==> src/rtl/if_id_pkg.sv <==
// rtl/if_id_pkg.sv - shared types and constants for the IF/ID skid stage
//
// Purpose : occupancy state encoding, main-register load source select and
//           the default bubble instruction used by if_id_skid_stage.
// Ports   : none (package)
package if_id_pkg;

    // Occupancy of the stage: nothing, main register only, main plus skid.
    typedef enum logic [1:0] {
        EMPTY = 2'd0,
        ONE   = 2'd1,
        TWO   = 2'd2
    } if_id_state_t;

    // What the main (output) register loads from when it is written.
    typedef enum logic [1:0] {
        SRC_IN     = 2'd0,
        SRC_SKID   = 2'd1,
        SRC_BUBBLE = 2'd2
    } if_id_src_t;

    // sll $0,$0,0 - the canonical MIPS NOP.
    localparam logic [31:0] IF_ID_NOP_INSTR = 32'h0000_0000;

endpackage

==> src/rtl/sat_counter.sv <==
// rtl/sat_counter.sv - saturating event counter with synchronous clear
//
// Purpose : counts cycles with inc=1, sticks at all-ones, clr has priority.
// Ports   : clk  - rising-edge clock
//           clr  - synchronous clear (active-high)
//           inc  - count enable for this cycle
//           cnt  - current count [W-1:0]
module sat_counter #(
    parameter int W = 32
) (
    input  logic         clk,
    input  logic         clr,
    input  logic         inc,
    output logic [W-1:0] cnt
);

    always_ff @(posedge clk) begin
        if (clr) begin
            cnt <= '0;
        end else if (inc && (cnt != {W{1'b1}})) begin
            cnt <= cnt + 1'b1;
        end
    end

endmodule

==> src/rtl/if_id_skid_stage.sv <==
// rtl/if_id_skid_stage.sv - IF/ID pipeline register with valid/ready and 2-entry skid
//
// Purpose : holds fetched instruction + PC+4 for decode. A main register
//           drives the outputs directly; a skid register absorbs the one
//           extra beat that arrives while decode stalls, so in_ready can be
//           a registered function of occupancy. Bubbles are out_valid=0
//           with NOP_INSTR / zero PC+4 on the payload.
// Ports   : clk, rst (sync, active-high), flush (sync squash)
//           in_valid/in_ready/in_instr/in_pc4     - from fetch
//           out_valid/out_ready/out_instr/out_pc4 - to decode
//           stat_stall_cnt/stat_flush_cnt         - only with IF_ID_STAT_EN
// Macro   : IF_ID_STAT_EN adds the saturating stall / flush statistics.
module if_id_skid_stage
    import if_id_pkg::*;
#(
    parameter int                 INSTR_W   = 32,
    parameter int                 PC_W      = 32,
    parameter logic [INSTR_W-1:0] NOP_INSTR = INSTR_W'(IF_ID_NOP_INSTR)
) (
    input  logic               clk,
    input  logic               rst,
    input  logic               flush,
    input  logic               in_valid,
    output logic               in_ready,
    input  logic [INSTR_W-1:0] in_instr,
    input  logic [PC_W-1:0]    in_pc4,
    output logic               out_valid,
    input  logic               out_ready,
    output logic [INSTR_W-1:0] out_instr,
    output logic [PC_W-1:0]    out_pc4
`ifdef IF_ID_STAT_EN
    ,
    output logic [31:0]        stat_stall_cnt,
    output logic [31:0]        stat_flush_cnt
`endif
);

    if_id_state_t       state, state_nxt;
    if_id_src_t         main_src;
    logic               main_ld, skid_ld;
    logic [INSTR_W-1:0] main_instr, skid_instr;
    logic [PC_W-1:0]    main_pc4, skid_pc4;
    logic               in_fire, out_fire;

    // Both handshake outputs decode straight from the state register.
    assign in_ready  = (state != TWO);
    assign out_valid = (state != EMPTY);
    assign in_fire   = in_valid & in_ready;
    assign out_fire  = out_valid & out_ready;

    // Every path into EMPTY loads the bubble, so the main register already
    // carries NOP / 0 whenever out_valid is low.
    assign out_instr = main_instr;
    assign out_pc4   = main_pc4;

    always_comb begin
        state_nxt = state;
        main_ld   = 1'b0;
        main_src  = SRC_IN;
        skid_ld   = 1'b0;
        if (flush) begin
            // Squash drops everything held and any beat arriving now; a
            // concurrent out_fire is still a completed transfer to decode.
            state_nxt = EMPTY;
            main_ld   = 1'b1;
            main_src  = SRC_BUBBLE;
        end else begin
            case (state)
                EMPTY: begin
                    if (in_fire) begin
                        state_nxt = ONE;
                        main_ld   = 1'b1;
                    end
                end
                ONE: begin
                    if (in_fire && out_fire) begin
                        main_ld = 1'b1;
                    end else if (in_fire) begin
                        state_nxt = TWO;
                        skid_ld   = 1'b1;
                    end else if (out_fire) begin
                        state_nxt = EMPTY;
                        main_ld   = 1'b1;
                        main_src  = SRC_BUBBLE;
                    end
                end
                TWO: begin
                    // in_ready is low here, so only the drain case exists.
                    if (out_fire) begin
                        state_nxt = ONE;
                        main_ld   = 1'b1;
                        main_src  = SRC_SKID;
                    end
                end
                default: begin
                    state_nxt = EMPTY;
                    main_ld   = 1'b1;
                    main_src  = SRC_BUBBLE;
                end
            endcase
        end
    end

    always_ff @(posedge clk) begin
        if (rst) begin
            state      <= EMPTY;
            main_instr <= NOP_INSTR;
            main_pc4   <= '0;
            skid_instr <= '0;
            skid_pc4   <= '0;
        end else begin
            state <= state_nxt;
            if (main_ld) begin
                case (main_src)
                    SRC_IN: begin
                        main_instr <= in_instr;
                        main_pc4   <= in_pc4;
                    end
                    SRC_SKID: begin
                        main_instr <= skid_instr;
                        main_pc4   <= skid_pc4;
                    end
                    default: begin
                        main_instr <= NOP_INSTR;
                        main_pc4   <= '0;
                    end
                endcase
            end
            if (skid_ld) begin
                skid_instr <= in_instr;
                skid_pc4   <= in_pc4;
            end
        end
    end

`ifdef IF_ID_STAT_EN
    // A flush only counts when it actually discards something.
    sat_counter #(.W(32)) u_stall_cnt (
        .clk (clk),
        .clr (rst),
        .inc (out_valid & ~out_ready),
        .cnt (stat_stall_cnt)
    );

    sat_counter #(.W(32)) u_flush_cnt (
        .clk (clk),
        .clr (rst),
        .inc (flush & (state != EMPTY)),
        .cnt (stat_flush_cnt)
    );
`endif

endmodule

==> config.mk <==
export PLATFORM = sky130hd
export DESIGN_NAME = if_id_skid_stage
export DESIGN_NICKNAME = d
export VERILOG_FILES = /design/src/rtl/if_id_pkg.sv /design/src/rtl/sat_counter.sv /design/src/rtl/if_id_skid_stage.sv
export SDC_FILE = /design/constraint.sdc
export NUM_CORES = 1
export LEC_CHECK = 0
export BUFFER_PORTS_ARGS = -buffer_cell sky130_fd_sc_hd__clkbuf_2
export CORE_UTILIZATION = 30
export CTS_CLUSTER_DIAMETER = 60
export CTS_CLUSTER_SIZE = 24
export DETAILED_ROUTE_END_ITERATION = 12
export PLACE_DENSITY_LB_ADDON = 0.15
export SETUP_SLACK_MARGIN = 0.5
export SYNTH_ARGS = -nofsm -noshare
export SYNTH_HDL_FRONTEND = slang
export SYNTH_SLANG_ARGS = --single-unit
==> constraint.sdc <==
create_clock -name clk -period 2.5 [get_ports clk]
set_input_delay 0.5 -clock clk [delete_from_list [all_inputs] [get_ports clk]]
set_output_delay 0.5 -clock clk [all_outputs]
set_load 0.1 [all_outputs]
==> results.cfg <==
[outcome]
run_status = complete, no violations

[cells_and_area]
post-route-cell-area_um2 = 7240
fillerInstances = 1839
diodes = 0
post_route_cells_drive_above_1_share_pct = 44.2
finalNetCount = 782
syn2layout_area_growth_pct = 27.6

[clock_tree]
max-clock-path-buffers = 2
cts_max_level = 4
cts.clk_slew.worst_paths_ps = 60
cts_tree = done
tritoncts_num_sinks = 130
cts-buffers-inserted = 17
hold_buffers = 0
cts_root_buffer = clkbuf_16
clk_latency_ps = 420

[global_route]
grt.total_usage_pct = 16.8
grt_overflow_total = 0
first_global_vias = 4761
antenna_found_initial = 0
maximum_number_of_pins_on_one_net_before_global_route_repair = 48
global_route_wire_length_before_repair_um = 25400

[route]
drt-met1-wl_um = 7150
maxUsedRoutingLayer = met4
route.detailed.wl_per_inst_um = 16.7
detail_route.first_pass.iterations = 4
routed-via-count = 4822
antenna_violating_nets_post_route = 0
route.met2.wl_um = 7760
drt_first_iter_violations = 231
detail_route.drc_violations = 0
vias_per_cell = 5.05
final_wirelength_um = 16000
met3WireLength_um = 765

[yosys]
syn_area_um2 = 5680
netlist-cell-type-count = 26
number_of_instances_in_the_synthesized_netlist = 590
synth.net_count = 659
synth-seq-cells = 130
synth-seq-area-share_pct = 45.8
synthesized_area_per_cell_um2 = 9.62
synth.yosys.warnings = 0

[worst_setup_path]
timing_worst_setup_path_type = flip-flop to primary output
timing.critical_path.required_ps = 2000
critical_path.max_fanout = 9
worst_setup_path_end_kind = primary output
crit_path_start_kind = flip-flop
cp_data_arrival_time_ps = 1420

[sta]
worst_clock_skew_ps = 5.31
post-route-min-period_ps = 1920
worst_hold_slack_ps = 320
slew-limit-headroom_pct = 52.1
grt_setup_unrepaired = true
timing_worst_slew_pin_value_ps = 717
max_clock_freq_ghz = 0.522
final_hold_viol_count = 0
final.setup.tns_ps = 0
part_of_the_cycle_the_worst_path_needs_pct = 76.6
endpoints_failing_setup = 0
slew_violations = 0

[placed_design]
detailedPlacementHpwl_um = 9820
numPortBuffers = 134
gp_routability_congestion = 0.751
placed_area_um2 = 6600

[floorplan]
die-width_um = 140
core_area_um2 = 18300
io-pin-count = 135
std_cell_rows = 49
floorplan.die_area_um2 = 19500
dieHeight_um = 140
initial_utilization_pct = 31.1

[pwr]
ir_worst_vdd_mv = 0.471
p_leak_nw = 2.82
power.density_cell_area_nw_per_um2 = 799

[min_path]
worst_hold_path_type = input pin to flip-flop

[job]
count_of_max_cap_constraint_violations = 0
-- Yosys cell counts, drive strengths merged --
cell	n	area, um^2
o21a	1	7.51
nor3	66	636
nand2b	1	6.26
o22a	1	8.76
a221oi	64	936
a2111oi	1	8.76
buf	25	199
mux2i	2	20.0
a21oi	66	330
dfxtp	130	2600
or2	1	6.26
clkbuf	31	116
or3	1	6.26
a311oi	1	26.3
nor3b	2	15.0
nand2	128	480
nor2	65	244
a21o	1	7.51
nand3b	1	7.51
inv	1	3.75
nor4b	1	8.76
-- worst max-delay path, stage by stage (launching register included) --
cell,delay (ps)
dfxtp_2,450
nand2b_2,190
clkbuf_4,340
-- registers in the layout, summed over array words and instances, names as in the netlist --
register    flops
out_instr      32
out_pc4        32
skid_instr     32
skid_pc4       32
state           2
-- metrics by stage --
stage	instances	setup slack, ps	power [mW]	utilization, %
6_report	955	585	5.79	39.7
5_1_grt	955	474	6.01	39.7
4_1_cts	955	527	5.86	39.6
3_5_place_dp	918	12.6	3.43	36.1
3_3_place_gp	918	7.03	3.42	36.1
2_1_floorplan	590	516	3.17	-
-- report_power, final --
part           switching (mW)  internal (mW)
clock network           0.935           1.46
registers              0.0504           2.16
logic                   0.904          0.277
-- final timing paths --
kind / to / start / slack [ps] / cells past startpoint
worst max-delay path: in_ready / state[0] / 580 / 2
worst min-delay path: skid_instr[2] / in_instr[2] / 320 / 3
worst max register to register: out_instr[4] / state[0] / 640 / 6
worst min register to register: skid_instr[3] / skid_instr[3] / 460 / 2
-- cell families (layout without fill, tap and decap cells) --
group | Yosys count | after routing | share of synthesized area [%]
buf+inv | 57 | 192 | 5.62
mux | 2 | 2 | 0.353
flops | 130 | 130 | 45.8
compound gates | 135 | 136 | 23.3
simple gates | 266 | 266 | 24.8
-- routing by layer --
metal,vias to the layer above,GRT usage (%)
li1,2343,-
met1,2353,20.0
met2,106,28.2
met3,20,4.96
met4,0,7.17
met5,-,0
-- final cells by class --
type                    instances  area (um^2)  share of cell area (%)
multi-input cells             404         2820                    38.9
flip-flops and latches        130         2600                    35.9
repair buffers                159          966                    13.3
clock buffers                  22          484                    6.68
well taps                     229          287                    3.96
clock inverters                10         82.6                    1.14
inverters                       1         3.75                  0.0518
-- cell usage in the layout (no fill, tap or decap), types with 2 or more instances in the layout --
cell type     n
a21oi_1      65
a21oi_4       2
a221oi_1      4
a221oi_2     60
buf_12        8
buf_4        18
clkbuf_16    17
clkbuf_2    131
clkbuf_4      2
clkbuf_8      4
clkinv_2      6
clkinvlp_4    3
dfxtp_1     129
nand2_1     128
nor2_1       65
nor3_1        5
nor3_2       60
-- what timing repair did --
item	CTS	global route
endpoints found under the setup margin	66	18
buffers inserted	4	0
gates resized for setup	5	1
cloned	1	0
pin swaps	1	0
No activity file was read; power rests on OpenSTA's default activity.
